<file path="config.mk">
export PLATFORM = sky130hd
export DESIGN_NAME = periph_bus_initiator
export DESIGN_NICKNAME = d
export VERILOG_FILES = /design/src/rtl/periph_bus_initiator.sv
export SDC_FILE = /design/constraint.sdc
export NUM_CORES = 1
export LEC_CHECK = 0
export CORE_UTILIZATION = 44
export DETAILED_ROUTE_END_ITERATION = 12
export PLACE_DENSITY = 0.86
export SKIP_LAST_GASP = 1
export SYNTH_ARGS = -nofsm -noshare
export SYNTH_HDL_FRONTEND = slang
export SYNTH_SLANG_ARGS = --single-unit
export TNS_END_PERCENT = 10
</file>
<file path="constraint.sdc">
create_clock -name clk -period 3.7 [get_ports clk]
set_input_delay 0.74 -clock clk [delete_from_list [all_inputs] [get_ports clk]]
set_output_delay 0.74 -clock clk [all_outputs]
set_load 0.1 [all_outputs]
</file>
<file path="src/rtl/periph_bus_initiator.sv">
`timescale 1ns/1ps
`default_nettype none
// ============================================================================
// Module      : periph_bus_initiator
// Description : Single-outstanding initiator that bridges a valid/ready
//               load/store request/response pair onto the 11-bit address,
//               32-bit data peripheral bus.
//               Optional feature macro: PBI_RANGE_CHECK_EN (rejects
//               addresses above MAX_ADDR with rsp_err and no bus strobe).
// Revision    : 1.0 - initial release
// ============================================================================
module periph_bus_initiator #(
    parameter int          RD_LAT   = 1,
    parameter logic [10:0] MAX_ADDR = 11'h7FF
) (
    input  logic        clk,
    input  logic        rst_n,
    input  logic        req_valid,
    output logic        req_ready,
    input  logic [10:0] req_addr,
    input  logic [31:0] req_wdata,
    input  logic        req_we,
    output logic        rsp_valid,
    input  logic        rsp_ready,
    output logic [31:0] rsp_rdata,
    output logic        rsp_err,
    output logic [10:0] bus_address,
    output logic [31:0] bus_data,
    output logic        bus_rden,
    output logic        bus_wren,
    output logic        bus_clken,
    input  logic [31:0] bus_q
);

    localparam int CNT_W = $clog2(RD_LAT + 1);

    typedef enum logic [1:0] {
        ST_IDLE   = 2'd0,
        ST_STROBE = 2'd1,
        ST_WAIT   = 2'd2,
        ST_RESP   = 2'd3
    } state_t;

    state_t             state_q, state_d;
    logic [10:0]        addr_q,  addr_d;
    logic [31:0]        wdata_q, wdata_d;
    logic               we_q,    we_d;
    logic [CNT_W-1:0]   cnt_q,   cnt_d;
    logic [31:0]        rdata_q, rdata_d;
`ifdef PBI_RANGE_CHECK_EN
    logic               err_q,   err_d;
`else
    // MAX_ADDR has no consumer when the range check is not built.
    logic               unused_max_addr;
    assign unused_max_addr = ^MAX_ADDR;
`endif

    // State and transaction registers; reset aborts any transaction in flight.
    always_ff @(posedge clk or negedge rst_n) begin
        if (!rst_n) begin
            state_q <= ST_IDLE;
            addr_q  <= '0;
            wdata_q <= '0;
            we_q    <= 1'b0;
            cnt_q   <= '0;
            rdata_q <= '0;
`ifdef PBI_RANGE_CHECK_EN
            err_q   <= 1'b0;
`endif
        end else begin
            state_q <= state_d;
            addr_q  <= addr_d;
            wdata_q <= wdata_d;
            we_q    <= we_d;
            cnt_q   <= cnt_d;
            rdata_q <= rdata_d;
`ifdef PBI_RANGE_CHECK_EN
            err_q   <= err_d;
`endif
        end
    end

    // Next-state logic: accept, one strobe cycle, read wait, response hold.
    always_comb begin
        state_d = state_q;
        addr_d  = addr_q;
        wdata_d = wdata_q;
        we_d    = we_q;
        cnt_d   = cnt_q;
        rdata_d = rdata_q;
`ifdef PBI_RANGE_CHECK_EN
        err_d   = err_q;
`endif
        case (state_q)
            ST_IDLE: begin
                if (req_valid) begin
`ifdef PBI_RANGE_CHECK_EN
                    if (req_addr > MAX_ADDR) begin
                        // Bus-visible address/data are left untouched so they
                        // keep showing the last issued transfer.
                        rdata_d = '0;
                        err_d   = 1'b1;
                        state_d = ST_RESP;
                    end else begin
                        addr_d  = req_addr;
                        wdata_d = req_wdata;
                        we_d    = req_we;
                        err_d   = 1'b0;
                        state_d = ST_STROBE;
                    end
`else
                    addr_d  = req_addr;
                    wdata_d = req_wdata;
                    we_d    = req_we;
                    state_d = ST_STROBE;
`endif
                end
            end
            ST_STROBE: begin
                if (we_q) begin
                    rdata_d = '0;
                    state_d = ST_RESP;
                end else begin
                    cnt_d   = CNT_W'(RD_LAT);
                    state_d = ST_WAIT;
                end
            end
            ST_WAIT: begin
                if (cnt_q != '0) begin
                    cnt_d = cnt_q - CNT_W'(1);
                end
                if (cnt_q == CNT_W'(1)) begin
                    rdata_d = bus_q;
                    state_d = ST_RESP;
                end
            end
            ST_RESP: begin
                if (rsp_ready) begin
                    state_d = ST_IDLE;
                end
            end
            default: begin
                state_d = ST_IDLE;
            end
        endcase
    end

    // Strobes decode the state register only, so they fall with async reset.
    assign bus_clken   = (state_q == ST_STROBE);
    assign bus_wren    = bus_clken &  we_q;
    assign bus_rden    = bus_clken & ~we_q;
    assign bus_address = addr_q;
    assign bus_data    = wdata_q;

    // Gating with rst_n keeps ready low while reset is held even though the
    // state register already sits in IDLE.
    assign req_ready   = (state_q == ST_IDLE) & rst_n;
    assign rsp_valid   = (state_q == ST_RESP);
    assign rsp_rdata   = rdata_q;
`ifdef PBI_RANGE_CHECK_EN
    assign rsp_err     = err_q;
`else
    assign rsp_err     = 1'b0;
`endif

endmodule
`default_nettype wire

</file>
* Word-level counts from Yosys, hierarchy flattened *
Index checks and enable logic that the tools add are counted.

storage, ports and cells
  word-level logic and storage cells = 36
  output and inout bits = 81
  register bits after elaboration = 79
  input port bits = 80

cells by class
  add/subtract/negate cells = 1
  reductions and logical operators = 6
  bitwise gates (word level) = 4
  equality and inequality tests = 8
  multiplexer cells = 11

operators by type and width
  cell                 count
  $mux 32              2
  $pmux 32 s2          1
  $pmux 2 s4           1
  $mux 2               3
  $ne 2x2->1 const B   3
  $reduce_and 3->1     2
  $eq 2x2->1 const B   2
  $ne 2x1->1 const B   2
  $reduce_and 2->1     2
  $and 1x1->1          3
  $mux 1               3
  $eq 2x1->1 const B   1
  $logic_not 2->1      1
  $pmux 1 s2           1
  $reduce_bool 2->1    1
  $not 1->1            1
  $sub 1x1->1 const B  1

* Longest topological paths before layout *
Gate-level depths: netlist (run 1).

  depth in word-level cells = 3
  gate-level depth with buffers = 7
  gate-level depth less buffers = 5

* Least setup slack after synthesis (run 1) *
OpenSTA, ideal clock, no wires.

  kind = reg2out
  from = register state_q[1]
  to = output port bus_rden
  path buffers = 0
  setup slack = 0.943 ns
  cell stages (with the launch flop) = 4
  data arrival time = 2.017 ns
  data required time = 2.960 ns
  cells stage by stage = dfrtp_1 > inv_1 > ha_1 > nor2b_1

between the ends
  word-level cells in the longest chain between the ends = 2

ends and longest elaborated chain
  what                    RTL line  RTL
  start, declared         44        state_t state_q, state_d;
  start signal, assigned  71        state_q <= state_d;
  $eq 2x1->1              149       assign bus_clken = (state_q == ST_STROBE);
  $and 1x1->1             151       assign bus_rden = bus_clken & ~we_q;
  end, declared           29        output logic bus_rden,

Every way passes these cells.

* Final worst setup path (run 1) *
  from = register state_q[0]
  to = register rdata_q[13], in the netlist rsp_rdata[13]

between the ends
  word-level cells in the longest chain between the ends = 3
  elaborated cells on any way between the ends = 7
  classes of those cells = eq/ne (4); mux (1); reduce/logical (2)

ends and longest elaborated chain
  what                                          RTL line  RTL
  $eq 2x2->1 or $eq 2x1->1 (tied branches)      94        case (state_q)
  $ne 2x2->1 (no line) (tied with other cells)  -
  $reduce_and 3->1 (no line)                    -
  end signal, assigned                          76        rdata_q <= rdata_d;
  end, declared                                 49        logic [31:0] rdata_q, rdata_d;

Several ways; a longest one is shown, not always the timed one.
A chain may end at the register's enable or synchronous reset.

==> impl_results.html, run 1 <==
<table>
<tr><th>Metric</th><th>Value</th></tr>
<tr><th colspan="2">Status</th></tr>
<tr><td>Status</td><td>finished clean</td></tr>
<tr><th colspan="2">Routing</th></tr>
<tr><td>Antenna viol nets, final</td><td>0</td></tr>
<tr><td>Via-to-Cell Ratio</td><td>5.01</td></tr>
<tr><td>Vias</td><td>2,613</td></tr>
<tr><td>WL/cell</td><td>15.6 um</td></tr>
<tr><td>Wire length reported by the detailed router</td><td>8160 um</td></tr>
<tr><td>TritonRoute pass-1 iters</td><td>4</td></tr>
<tr><td>Drt drc</td><td>0</td></tr>
<tr><td>Drt initial violations</td><td>91</td></tr>
<tr><th colspan="2">Critical path</th></tr>
<tr><td>CP bufs+invs</td><td>1</td></tr>
<tr><td>Delay of the slowest critical-path stage</td><td>0.97 ns</td></tr>
<tr><td>Register-to-Register Setup Slack</td><td>0.71 ns</td></tr>
<tr><td>Critical Path Source Type</td><td>register</td></tr>
<tr><td>Kind of capture point of the worst setup path</td><td>register</td></tr>
<tr><td>Data arrival time of the critical path</td><td>3.17 ns</td></tr>
<tr><td>Category of the most critical setup path</td><td>reg2reg</td></tr>
<tr><td>CP delay by family, top</td><td>simple AND/OR/NAND/NOR gates</td></tr>
<tr><td>Critical path required time</td><td>3.88 ns</td></tr>
<tr><td>Max FO, Critical Path</td><td>35</td></tr>
<tr><td>Cells along the critical path</td><td>inv_1 &gt; ha_1 &gt; nor2_1 &gt; nor3b_4 &gt; o21ai_0</td></tr>
<tr><td>Master of the slowest instance on the critical path</td><td>sky130_fd_sc_hd__ha_1</td></tr>
<tr><th colspan="2">GRT</th></tr>
<tr><td>Global-route usage over all layers</td><td>0.212</td></tr>
<tr><td>M1 GR Usage</td><td>0.262</td></tr>
<tr><td>Pin count of the biggest net entering global routing</td><td>80</td></tr>
<tr><td>Number of global-route vias before repair</td><td>2,564</td></tr>
<tr><td>Number of antenna violations at the first check in global routing</td><td>0</td></tr>
<tr><td>Global-route wire length before repair</td><td>12,400 um</td></tr>
<tr><td>Met3 Usage GRT</td><td>0.0653</td></tr>
<tr><td>Busiest layer in global routing</td><td>met2</td></tr>
<tr><td>Met2 layer usage reported by global route</td><td>0.345</td></tr>
<tr><td>Sum of overflow across all layers after global routing</td><td>0</td></tr>
<tr><th colspan="2">Synth</th></tr>
<tr><td>Area fraction in and, or, nand and nor cells after synthesis</td><td>0.0888</td></tr>
<tr><td>XOR/XNOR share of the synthesized area</td><td>0</td></tr>
<tr><td>Average footprint of a synthesized cell</td><td>12.3 um^2</td></tr>
<tr><td>Area share of the largest cell type after synthesis</td><td>0.602</td></tr>
<tr><td>Cell taking the most area after synthesis</td><td>sky130_fd_sc_hd__dfrtp_1</td></tr>
<tr><td>Post-Syn Nets</td><td>353</td></tr>
<tr><td>Share of the yosys chip area belonging to registers</td><td>0.602</td></tr>
<tr><td>Arithmetic-cell share of the synthesized area counting full adders, half adders and majority gates</td><td>0.0229</td></tr>
<tr><td>Synthesized netlist cell count</td><td>267</td></tr>
<tr><td>Count of warnings emitted by yosys</td><td>0</td></tr>
<tr><td>Leading cell types by total area after synthesis</td><td>sky130_fd_sc_hd__dfrtp_1 (60%), sky130_fd_sc_hd__mux2_2 (15%), sky130_fd_sc_hd__nand4_1 (6.1%), sky130_fd_sc_hd__o21ai_0 (4.9%), sky130_fd_sc_hd__inv_1 (4.0%)</td></tr>
<tr><td>Synthesized-area fraction occupied by ao, oa, aoi and oai cells</td><td>0.0614</td></tr>
<tr><td>Mapped Area</td><td>3280 um^2</td></tr>
<tr><td>Number of register bits inferred by synthesis</td><td>79</td></tr>
<tr><td>Main combinational cell family by area after synthesis</td><td>multiplexers</td></tr>
<tr><td>Multiplexer fraction of the synthesized cell area</td><td>0.154</td></tr>
<tr><td>Number of distinct library cells after synthesis</td><td>23</td></tr>
<tr><th colspan="2">CTS</th></tr>
<tr><td>Clock transition time at the flip-flop clock pins of the worst setup and hold paths</td><td>0.08 ns</td></tr>
<tr><td>Deepest clock path buffer count</td><td>2</td></tr>
<tr><td>Number of H-tree branching levels</td><td>3</td></tr>
<tr><td>Clock root buffer</td><td>sky130_fd_sc_hd__clkbuf_8</td></tr>
<tr><td>Clock tree from TritonCTS</td><td>built</td></tr>
<tr><td>Number of buffers inserted during clock tree synthesis</td><td>9</td></tr>
<tr><td>Cts-stage hold buffer count</td><td>0</td></tr>
<tr><td>TritonCTS Sinks</td><td>79</td></tr>
<tr><td>Clock latency of the later-clocked register in the worst-skew pair</td><td>0.34 ns</td></tr>
<tr><td>Post-CTS sizing</td><td>0</td></tr>
<tr><td>Post-CTS setup buffers</td><td>0</td></tr>
<tr><th colspan="2">Floorplanning</th></tr>
<tr><td>Width of the die</td><td>88.4 um</td></tr>
<tr><td>Starting density of the core</td><td>0.455</td></tr>
<tr><td>Total die area</td><td>7810 um^2</td></tr>
<tr><td>Die Y</td><td>88.4 um</td></tr>
<tr><td>Core Region</td><td>7210 um^2</td></tr>
<tr><td>Count of standard-cell rows</td><td>31</td></tr>
<tr><td>Boundary pin count</td><td>161</td></tr>
<tr><th colspan="2">Worst hold path</th></tr>
<tr><td>Hold/Removal Path Class</td><td>reg2reg</td></tr>
<tr><th colspan="2">STA</th></tr>
<tr><td>Final clock skew</td><td>0.0103 ns</td></tr>
<tr><td>Maximum frequency from static timing analysis</td><td>335 MHz</td></tr>
<tr><td>Final count of pins violating max slew</td><td>0</td></tr>
<tr><td>Setup-violating endpoint count in the final report</td><td>0</td></tr>
<tr><td>Setup repair after global routing missed its margin</td><td>false</td></tr>
<tr><td>Final Hold Vio Count</td><td>0</td></tr>
<tr><td>Final critical delay including setup and external delays</td><td>2.99 ns</td></tr>
<tr><td>Transition at the pin with the smallest max-transition slack</td><td>1.19 ns</td></tr>
<tr><td>Worst slew margin</td><td>0.207</td></tr>
<tr><td>Total Negative Setup Slacks</td><td>0 ns</td></tr>
<tr><td>Post-route clock period utilization</td><td>0.807</td></tr>
<tr><th colspan="2">Finish</th></tr>
<tr><td>Final #Nets</td><td>506</td></tr>
<tr><td>Commonest cells after routing, fill and taps aside</td><td>sky130_fd_sc_hd__clkdlybuf4s50_1 (153), sky130_fd_sc_hd__dfrtp_1 (79), sky130_fd_sc_hd__mux2_2 (45)</td></tr>
<tr><td>Most common cell after layout, fill and taps aside</td><td>sky130_fd_sc_hd__clkdlybuf4s50_1</td></tr>
<tr><td>Antenna diodes</td><td>0</td></tr>
<tr><td>Filler cell count in the final layout</td><td>562</td></tr>
<tr><td>Area taken by multi-input logic gates</td><td>1080 um^2</td></tr>
<tr><td>Layout overhead on the synthesized area</td><td>55.1%</td></tr>
<tr><td>Register cell area after layout</td><td>1980 um^2</td></tr>
<tr><td>Fraction of layout cells with a size suffix above 1</td><td>0.170</td></tr>
<tr><th colspan="2">Place</th></tr>
<tr><td>Placer's final routability congestion estimate</td><td>0.772</td></tr>
<tr><td>Final HPWL DP</td><td>5690 um</td></tr>
<tr><td>Number of port buffers</td><td>159</td></tr>
<tr><th colspan="2">Run</th></tr>
<tr><td>Max_cap viols</td><td>0</td></tr>
</table>
-- worst paths after layout --
check | startpoint | endpoint | cells after the start
min in group asynchronous | rst_n | rsp_rdata[21]$_DFFE_PN0P_ | 2
max reg2reg | state_q[0]$_DFFE_PN0P_ | rsp_rdata[13]$_DFFE_PN0P_ | 5
min | bus_address[6]$_DFFE_PN0P_ | bus_address[6]$_DFFE_PN0P_ | 1
max in group asynchronous | rst_n | bus_data[20]$_DFFE_PN0P_ | 2
max | state_q[0]$_DFFE_PN0P_ | rsp_rdata[13]$_DFFE_PN0P_ | 5
min reg2reg | bus_address[6]$_DFFE_PN0P_ | bus_address[6]$_DFFE_PN0P_ | 1
-- registers in the layout, indices dropped and copies added (netlist names) --
| register | count |
|---|---|
| we_q | 1 |
| bus_address | 11 |
| state_q | 2 |
| cnt_q | 1 |
| bus_data | 32 |
| rsp_rdata | 32 |
-- per-stage QoR --
step                      hold WS, ns  setup WS (ns)   util  area, um^2  instances
after global placement          0.487          0.922  0.681        4910        508
after CTS                       0.508          0.675  0.705        5090        522
after floorplan                 0.444          0.943      -        3280        267
after detailed placement        0.492          0.685  0.681        4910        508
after global routing            0.522          0.318  0.705        5090        522
final                           0.504          0.713  0.705        5090        522
-- cell usage after synthesis --
| master | number |
|---|---|
| sky130_fd_sc_hd__nand4_1 | 32 |
| sky130_fd_sc_hd__nor3b_4 | 1 |
| sky130_fd_sc_hd__mux2_2 | 45 |
| sky130_fd_sc_hd__buf_2 | 10 |
| sky130_fd_sc_hd__nor2b_1 | 3 |
| sky130_fd_sc_hd__nor2_1 | 2 |
| sky130_fd_sc_hd__o21ai_0 | 32 |
| sky130_fd_sc_hd__ha_1 | 6 |
| sky130_fd_sc_hd__conb_1 | 1 |
| sky130_fd_sc_hd__buf_4 | 2 |
| sky130_fd_sc_hd__nor3_1 | 1 |
| sky130_fd_sc_hd__dfrtp_1 | 79 |
| sky130_fd_sc_hd__a2111oi_2 | 1 |
| sky130_fd_sc_hd__o21ai_1 | 1 |
| sky130_fd_sc_hd__a211oi_2 | 1 |
| sky130_fd_sc_hd__nor2b_4 | 1 |
| sky130_fd_sc_hd__nand2b_1 | 1 |
| sky130_fd_sc_hd__and2_1 | 2 |
| sky130_fd_sc_hd__nand2_1 | 1 |
| sky130_fd_sc_hd__clkbuf_1 | 8 |
| sky130_fd_sc_hd__nand3_1 | 1 |
| sky130_fd_sc_hd__inv_1 | 35 |
| sky130_fd_sc_hd__a2bb2oi_1 | 1 |
-- metal layers --
| layer | up-vias | part of all wire |
|---|---|---|
| li1 | 1212 | - |
| met1 | 1275 | 0.40 |
| met2 | 112 | 0.50 |
| met3 | 14 | 0.075 |
| met4 | 0 | 0.022 |
| met5 | - | 0 |
-- final cells by class --
cell class,count,share of cell area
Sequential cell,79,0.388
Timing Repair Buffer,162,0.314
Multi-Input combinational cell,133,0.212
Inverter,35,0.0258
Clock buffer,10,0.0251
Tap cell,99,0.0243
Clock inverter,4,0.00959
-- worst register-to-register path: cells and delay by family, from the launching register on --
family	cells	cell delay [ns]
buffers and inverters	1	0.15
DFF	1	0.44
adders and majority gates	1	0.97
and+or+nand+nor	2	1.08
AOI/OAI and AO/OA	1	0.20
-- logic make-up after synthesis --
logic type	after synthesis
compound gates	36
fa+ha+maj	6
buf+inv	55
flops	79
mux	45
other cells	1
simple gates	45
Power of run 1 is left out: the tool's default activity adds up to more than one toggle a clock period on the data nets, which glitch-free logic cannot reach.
==> run 2, diff against run 1 <==
--- a/config.mk
+++ b/config.mk
@@ -5,9 +5,9 @@
 export SDC_FILE = /design/constraint.sdc
 export NUM_CORES = 1
 export LEC_CHECK = 0
-export CORE_UTILIZATION = 44
+export CORE_UTILIZATION = 36
 export DETAILED_ROUTE_END_ITERATION = 12
-export PLACE_DENSITY = 0.86
+export PLACE_DENSITY = 0.76
 export SKIP_LAST_GASP = 1
 export SYNTH_ARGS = -nofsm -noshare
 export SYNTH_HDL_FRONTEND = slang
==> constraint.sdc (replaced) <==
create_clock -name clk -period 2.6 [get_ports clk]
set_input_delay 0.52 -clock clk [delete_from_list [all_inputs] [get_ports clk]]
set_output_delay 0.52 -clock clk [all_outputs]
set_load 0.1 [all_outputs]
==> run 2 against run 1 <==
Via count fell by 1.7%. Flip-flop and latch count is the same. Wire length decreased by 2.3%. Critical endpoint is now bus_rden. Largest cell class unchanged. Utilization shrank 14 points.
==> impl_results.html, run 2 (synthesis results as in run 1) <==
<table>
<tr><th>Metric</th><th>Value</th></tr>
<tr><th colspan="2">Routing</th></tr>
<tr><td>Drt initial violations</td><td>78</td></tr>
<tr><td>Vias</td><td>2,568</td></tr>
<tr><td>Drt drc</td><td>0</td></tr>
<tr><td>WL/cell</td><td>14.9 um</td></tr>
<tr><td>Via-to-Cell Ratio</td><td>4.79</td></tr>
<tr><td>Antenna viol nets, final</td><td>0</td></tr>
<tr><td>Wire length reported by the detailed router</td><td>7970 um</td></tr>
<tr><td>TritonRoute pass-1 iters</td><td>4</td></tr>
<tr><th colspan="2">Finish</th></tr>
<tr><td>Most common cell after layout, fill and taps aside</td><td>sky130_fd_sc_hd__buf_4</td></tr>
<tr><td>Area taken by multi-input logic gates</td><td>1080 um^2</td></tr>
<tr><td>Filler cell count in the final layout</td><td>733</td></tr>
<tr><td>Layout overhead on the synthesized area</td><td>52.0%</td></tr>
<tr><td>Register cell area after layout</td><td>1980 um^2</td></tr>
<tr><td>Fraction of the core area covered by cells at the end of the flow</td><td>0.569</td></tr>
<tr><td>Antenna diodes</td><td>0</td></tr>
<tr><td>Final #Nets</td><td>509</td></tr>
<tr><td>Commonest cells after routing, fill and taps aside</td><td>sky130_fd_sc_hd__buf_4 (85), sky130_fd_sc_hd__dfrtp_1 (79), sky130_fd_sc_hd__clkdlybuf4s50_1 (78)</td></tr>
<tr><td>Fraction of layout cells with a size suffix above 1</td><td>0.357</td></tr>
<tr><th colspan="2">Floorplanning</th></tr>
<tr><td>Total die area</td><td>9500 um^2</td></tr>
<tr><td>Core Region</td><td>8760 um^2</td></tr>
<tr><td>Starting density of the core</td><td>0.375</td></tr>
<tr><td>Boundary pin count</td><td>161</td></tr>
<tr><td>Count of standard-cell rows</td><td>34</td></tr>
<tr><td>Width of the die</td><td>97.5 um</td></tr>
<tr><td>Die Y</td><td>97.5 um</td></tr>
<tr><th colspan="2">STA</th></tr>
<tr><td>Worst slew margin</td><td>0.356</td></tr>
<tr><td>Setup slack of the critical path after layout</td><td>0.550 ns</td></tr>
<tr><td>Maximum frequency from static timing analysis</td><td>488 MHz</td></tr>
<tr><td>Final critical delay including setup and external delays</td><td>2.05 ns</td></tr>
<tr><td>Setup repair after global routing missed its margin</td><td>false</td></tr>
<tr><td>Final hold slack</td><td>0.428 ns</td></tr>
<tr><td>Final count of pins violating max slew</td><td>0</td></tr>
<tr><td>Final clock skew</td><td>0.0111 ns</td></tr>
<tr><td>Setup-violating endpoint count in the final report</td><td>0</td></tr>
<tr><td>Total Negative Setup Slacks</td><td>0 ns</td></tr>
<tr><td>Final Hold Vio Count</td><td>0</td></tr>
<tr><td>Transition at the pin with the smallest max-transition slack</td><td>0.966 ns</td></tr>
<tr><td>Post-route clock period utilization</td><td>0.789</td></tr>
<tr><th colspan="2">GRT</th></tr>
<tr><td>Global-route usage over all layers</td><td>0.174</td></tr>
<tr><td>Number of global-route vias before repair</td><td>2,701</td></tr>
<tr><td>Sum of overflow across all layers after global routing</td><td>0</td></tr>
<tr><td>Global-route wire length before repair</td><td>13,200 um</td></tr>
<tr><td>Number of antenna violations at the first check in global routing</td><td>0</td></tr>
<tr><td>Pin count of the biggest net entering global routing</td><td>80</td></tr>
<tr><th colspan="2">Place</th></tr>
<tr><td>Worst slack at placement</td><td>0.573 ns</td></tr>
<tr><td>Placer's final routability congestion estimate</td><td>0.755</td></tr>
<tr><td>Final HPWL DP</td><td>5640 um</td></tr>
<tr><td>Number of port buffers</td><td>159</td></tr>
<tr><th colspan="2">CTS</th></tr>
<tr><td>Number of H-tree branching levels</td><td>3</td></tr>
<tr><td>Post-CTS setup buffers</td><td>0</td></tr>
<tr><td>Clock root buffer</td><td>sky130_fd_sc_hd__clkbuf_8</td></tr>
<tr><td>Clock transition time at the flip-flop clock pins of the worst setup and hold paths</td><td>0.09 ns</td></tr>
<tr><td>TritonCTS Sinks</td><td>79</td></tr>
<tr><td>Number of buffers inserted during clock tree synthesis</td><td>9</td></tr>
<tr><td>Clock tree from TritonCTS</td><td>built</td></tr>
<tr><td>Clock latency of the later-clocked register in the worst-skew pair</td><td>0.35 ns</td></tr>
<tr><td>Cts-stage hold buffer count</td><td>0</td></tr>
<tr><td>Post-CTS sizing</td><td>0</td></tr>
<tr><td>Deepest clock path buffer count</td><td>2</td></tr>
<tr><th colspan="2">Critical path</th></tr>
<tr><td>Critical Path Source Type</td><td>register</td></tr>
<tr><td>Register-to-Register Setup Slack</td><td>0.71 ns</td></tr>
<tr><td>Category of the most critical setup path</td><td>reg2out</td></tr>
<tr><td>Data arrival time of the critical path</td><td>1.53 ns</td></tr>
<tr><td>R2R Path Start</td><td>state_q[0]$_DFFE_PN0P_</td></tr>
<tr><td>Worst reg2reg path depth</td><td>6</td></tr>
<tr><td>Worst R2R End</td><td>rsp_rdata[10]$_DFFE_PN0P_</td></tr>
<tr><td>Critical path required time</td><td>2.08 ns</td></tr>
<tr><td>Kind of capture point of the worst setup path</td><td>output pin</td></tr>
<tr><td>Max FO, Critical Path</td><td>5</td></tr>
<tr><th colspan="2">Worst hold path</th></tr>
<tr><td>Hold/Removal Path Class</td><td>in2async</td></tr>
<tr><th colspan="2">Run</th></tr>
<tr><td>Max_cap viols</td><td>0</td></tr>
<tr><th colspan="2">Status</th></tr>
<tr><td>Status</td><td>finished clean</td></tr>
</table>
[run 2: worst max path at each step]
stage	to	slack, ns	cells after the start	start
floorplan	bus_rden	0.06	3	state_q[1]$_DFFE_PN0P_
global placement	bus_data[19]$_DFFE_PN0P_	0.60	4	req_valid
detailed placement	bus_data[24]$_DFFE_PN0P_	0.57	4	req_valid
CTS	req_ready	0.51	4	state_q[0]$_DFFE_PN0P_
global route	req_ready	0.43	4	state_q[0]$_DFFE_PN0P_
finish	bus_rden	0.55	4	state_q[1]$_DFFE_PN0P_
[run 2: layout make-up]
cell class | instances | area share
inverters | 35 | 0.0263
clock inverters | 6 | 0.0138
clock buffers | 10 | 0.0276
well taps | 108 | 0.0271
multi-input cells | 133 | 0.217
flip-flops and latches | 79 | 0.396
repair buffers | 165 | 0.292
[run 2: critical path, stage by stage, from the launching register on]
cell and delay [ns]:
sky130_fd_sc_hd__dfrtp_1 0.43, sky130_fd_sc_hd__inv_1 0.13, sky130_fd_sc_hd__ha_1 0.17, sky130_fd_sc_hd__nor2b_1 0.15, sky130_fd_sc_hd__buf_4 0.31
[run 2: metal layers]
metal | wire (um) | track usage | vias up | part of all wire
met5 | 0 | 0 | - | 0
met4 | 171 | 0.0724 | 0 | 0.021
met3 | 542 | 0.0489 | 17 | 0.068
met2 | 3910 | 0.287 | 97 | 0.49
met1 | 3350 | 0.213 | 1234 | 0.42
li1 | - | - | 1220 | -
[run 2: per-stage QoR]
| stage | std cells | cell area, um^2 |
|---|---|---|
| after detailed placement | 520 | 4780 |
| after CTS | 536 | 4990 |
| after global routing | 536 | 4990 |
| final | 536 | 4990 |
| after global placement | 520 | 4780 |
| after floorplan | 267 | 3280 |
Power of run 2 is left out for the same reason.
==> run 3, diff against run 2 <==
--- a/config.mk
+++ b/config.mk
@@ -5,9 +5,9 @@
 export SDC_FILE = /design/constraint.sdc
 export NUM_CORES = 1
 export LEC_CHECK = 0
-export CORE_UTILIZATION = 36
+export CORE_UTILIZATION = 40
 export DETAILED_ROUTE_END_ITERATION = 12
-export PLACE_DENSITY = 0.76
+export PLACE_DENSITY = 0.79
 export SKIP_LAST_GASP = 1
 export SYNTH_ARGS = -nofsm -noshare
 export SYNTH_HDL_FRONTEND = slang
==> constraint.sdc (replaced) <==
create_clock -name clk -period 1.95 [get_ports clk]
set_input_delay 0.39 -clock clk [delete_from_list [all_inputs] [get_ports clk]]
set_output_delay 0.39 -clock clk [all_outputs]
set_load 0.1 [all_outputs]
==> run 3 against run 2 <==
Clock skew hardly changed. Non-clock buffer count is 4 higher. Register-to-register slack worse by 0.36 ns. Count of clock-buffer cells in the layout stayed put. Global-route usage is 2.0 points higher. Largest cell class unchanged.
==> impl_results.html, run 3 (synthesis results as in run 1) <==
<table>
<tr><th>Metric</th><th>Value</th></tr>
<tr><th colspan="2">Place</th></tr>
<tr><td>Final HPWL DP</td><td>5900 um</td></tr>
<tr><td>Number of port buffers</td><td>159</td></tr>
<tr><td>Placer's final routability congestion estimate</td><td>0.726</td></tr>
<tr><th colspan="2">Floorplanning</th></tr>
<tr><td>Starting density of the core</td><td>0.418</td></tr>
<tr><td>Boundary pin count</td><td>161</td></tr>
<tr><td>Die Y</td><td>92.6 um</td></tr>
<tr><td>Width of the die</td><td>92.6 um</td></tr>
<tr><td>Total die area</td><td>8570 um^2</td></tr>
<tr><td>Core Region</td><td>7850 um^2</td></tr>
<tr><td>Count of standard-cell rows</td><td>32</td></tr>
<tr><th colspan="2">Routing</th></tr>
<tr><td>Via-to-Cell Ratio</td><td>4.92</td></tr>
<tr><td>Detailed-routed wire length on met3</td><td>498 um</td></tr>
<tr><td>WL/cell</td><td>15.1 um</td></tr>
<tr><td>Vias</td><td>2,625</td></tr>
<tr><td>Met1 Routed Length</td><td>3360 um</td></tr>
<tr><td>Antenna viol nets, final</td><td>0</td></tr>
<tr><td>Drt initial violations</td><td>97</td></tr>
<tr><td>TritonRoute pass-1 iters</td><td>4</td></tr>
<tr><td>Wire length reported by the detailed router</td><td>8090 um</td></tr>
<tr><td>Highest metal used</td><td>met4</td></tr>
<tr><td>Drt drc</td><td>0</td></tr>
<tr><td>Met2 routed wirelength</td><td>4130 um</td></tr>
<tr><th colspan="2">Finish</th></tr>
<tr><td>Layout overhead on the synthesized area</td><td>54.1%</td></tr>
<tr><td>Register cell area after layout</td><td>1980 um^2</td></tr>
<tr><td>Fraction of layout cells with a size suffix above 1</td><td>0.373</td></tr>
<tr><td>Most common cell after layout, fill and taps aside</td><td>sky130_fd_sc_hd__buf_4</td></tr>
<tr><td>Commonest cells after routing, fill and taps aside</td><td>sky130_fd_sc_hd__buf_4 (85), sky130_fd_sc_hd__dfrtp_1 (78), sky130_fd_sc_hd__clkdlybuf4s50_1 (78)</td></tr>
<tr><td>Filler cell count in the final layout</td><td>658</td></tr>
<tr><td>Final #Nets</td><td>513</td></tr>
<tr><td>Antenna diodes</td><td>0</td></tr>
<tr><td>Area taken by multi-input logic gates</td><td>1090 um^2</td></tr>
<tr><th colspan="2">STA</th></tr>
<tr><td>Worst slew margin</td><td>0.350</td></tr>
<tr><td>Total Negative Setup Slacks</td><td>0 ns</td></tr>
<tr><td>Setup-violating endpoint count in the final report</td><td>0</td></tr>
<tr><td>Final clock skew</td><td>0.0109 ns</td></tr>
<tr><td>Final critical delay including setup and external delays</td><td>1.85 ns</td></tr>
<tr><td>Final Hold Vio Count</td><td>0</td></tr>
<tr><td>Transition at the pin with the smallest max-transition slack</td><td>0.976 ns</td></tr>
<tr><td>Setup repair after global routing missed its margin</td><td>false</td></tr>
<tr><td>Maximum frequency from static timing analysis</td><td>540 MHz</td></tr>
<tr><td>Final count of pins violating max slew</td><td>0</td></tr>
<tr><td>Post-route clock period utilization</td><td>0.949</td></tr>
<tr><th colspan="2">Critical path</th></tr>
<tr><td>CP bufs+invs</td><td>2</td></tr>
<tr><td>R2R Path Start</td><td>state_q[1]$_DFFE_PN0P_</td></tr>
<tr><td>Cells along the critical path</td><td>inv_2 &gt; ha_1 &gt; and2_1 &gt; buf_12</td></tr>
<tr><td>Category of the most critical setup path</td><td>reg2out</td></tr>
<tr><td>Master of the slowest instance on the critical path</td><td>sky130_fd_sc_hd__dfrtp_2</td></tr>
<tr><td>Kind of capture point of the worst setup path</td><td>output pin</td></tr>
<tr><td>Max FO, Critical Path</td><td>5</td></tr>
<tr><td>Depth of the critical timing path with buffers and inverters included</td><td>4</td></tr>
<tr><td>Delay of the slowest critical-path stage</td><td>0.45 ns</td></tr>
<tr><td>Critical path required time</td><td>1.56 ns</td></tr>
<tr><td>Data arrival time of the critical path</td><td>1.46 ns</td></tr>
<tr><td>CP delay by family, top</td><td>flip-flops</td></tr>
<tr><td>Register-to-Register Setup Slack</td><td>0.35 ns</td></tr>
<tr><td>Critical Path Source Type</td><td>register</td></tr>
<tr><td>Worst R2R End</td><td>rsp_rdata[22]$_DFFE_PN0P_</td></tr>
<tr><td>Worst reg2reg path depth</td><td>6</td></tr>
<tr><th colspan="2">CTS</th></tr>
<tr><td>TritonCTS Sinks</td><td>79</td></tr>
<tr><td>Clock transition time at the flip-flop clock pins of the worst setup and hold paths</td><td>0.09 ns</td></tr>
<tr><td>Clock latency of the later-clocked register in the worst-skew pair</td><td>0.34 ns</td></tr>
<tr><td>Number of H-tree branching levels</td><td>3</td></tr>
<tr><td>Clock tree from TritonCTS</td><td>built</td></tr>
<tr><td>Deepest clock path buffer count</td><td>2</td></tr>
<tr><td>Clock root buffer</td><td>sky130_fd_sc_hd__clkbuf_8</td></tr>
<tr><td>Cts-stage hold buffer count</td><td>0</td></tr>
<tr><td>Number of buffers inserted during clock tree synthesis</td><td>9</td></tr>
<tr><th colspan="2">GRT</th></tr>
<tr><td>Global-route wire length before repair</td><td>12,900 um</td></tr>
<tr><td>Pin count of the biggest net entering global routing</td><td>80</td></tr>
<tr><td>Global-route usage over all layers</td><td>0.193</td></tr>
<tr><td>Number of antenna violations at the first check in global routing</td><td>0</td></tr>
<tr><td>Sum of overflow across all layers after global routing</td><td>0</td></tr>
<tr><td>Number of global-route vias before repair</td><td>2,615</td></tr>
<tr><th colspan="2">Run</th></tr>
<tr><td>Max_cap viols</td><td>0</td></tr>
<tr><th colspan="2">Status</th></tr>
<tr><td>Status</td><td>finished clean</td></tr>
<tr><th colspan="2">Worst hold path</th></tr>
<tr><td>Hold/Removal Path Class</td><td>in2async</td></tr>
</table>
-- run 3: cell types whose count changed in the layout (fill, tap and decap cells not counted), moves of 2 or more --
| cell | previous run | this run |
|---|---|---|
| sky130_fd_sc_hd__inv_2 | 0 | 2 |
| sky130_fd_sc_hd__buf_12 | 2 | 6 |
| sky130_fd_sc_hd__clkinvlp_4 | 4 | 1 |
| sky130_fd_sc_hd__clkinv_4 | 0 | 2 |
| sky130_fd_sc_hd__inv_1 | 35 | 33 |
-- run 3: through the flow --
step | instance area [um^2] | hold WS (ns) | worst slack, ns | util | std cells
finish | 5060 | 0.294 | 0.0991 | 0.645 | 534
global route | 5060 | 0.388 | 0.0188 | 0.645 | 534
CTS | 5060 | 0.339 | 0.00792 | 0.644 | 534
detailed placement | 4860 | 0.494 | 0.264 | 0.619 | 518
global placement | 4860 | 0.489 | 0.316 | 0.619 | 518
floorplan | 3290 | 0.0944 | 0.0688 | - | 267
-- run 3: timing repair --
| action | 4_1_cts | 5_1_grt |
|---|---|---|
| endpoints found under the setup margin | 0 | 3 |
| resized for setup | 0 | 3 |
| buffers inserted | 0 | 0 |
-- run 3: cell type report --
cell class / count / share of cell area
flip-flops and latches: 79 / 0.391
well taps: 102 / 0.0252
inverters: 35 / 0.0260
multi-input cells: 133 / 0.215
repair buffers: 169 / 0.304
clock inverters: 6 / 0.0136
clock buffers: 10 / 0.0252
-- run 3: worst max path at each step --
stage | startpoint | to | slack [ns]
after floorplan | state_q[1]$_DFFE_PN0P_ | bus_rden | 0.07
after global placement | req_valid | bus_data[21]$_DFFE_PN0P_ | 0.32
after detailed placement | state_q[0]$_DFFE_PN0P_ | rsp_rdata[23]$_DFFE_PN0P_ | 0.26
after CTS | state_q[0]$_DFFE_PN0P_ | req_ready | 0.008
after global routing | state_q[1]$_DFFE_PN0P_ | req_ready | 0.02
final | state_q[0]$_DFFE_PN0P_ | req_ready | 0.1
-- run 3: layer usage --
metal	vias to the layer above	track usage
met1	1298	0.235
li1	1232	-
met4	0	0.0781
met2	88	0.330
met5	-	0
met3	7	0.0443
Power of run 3 is left out for the same reason.
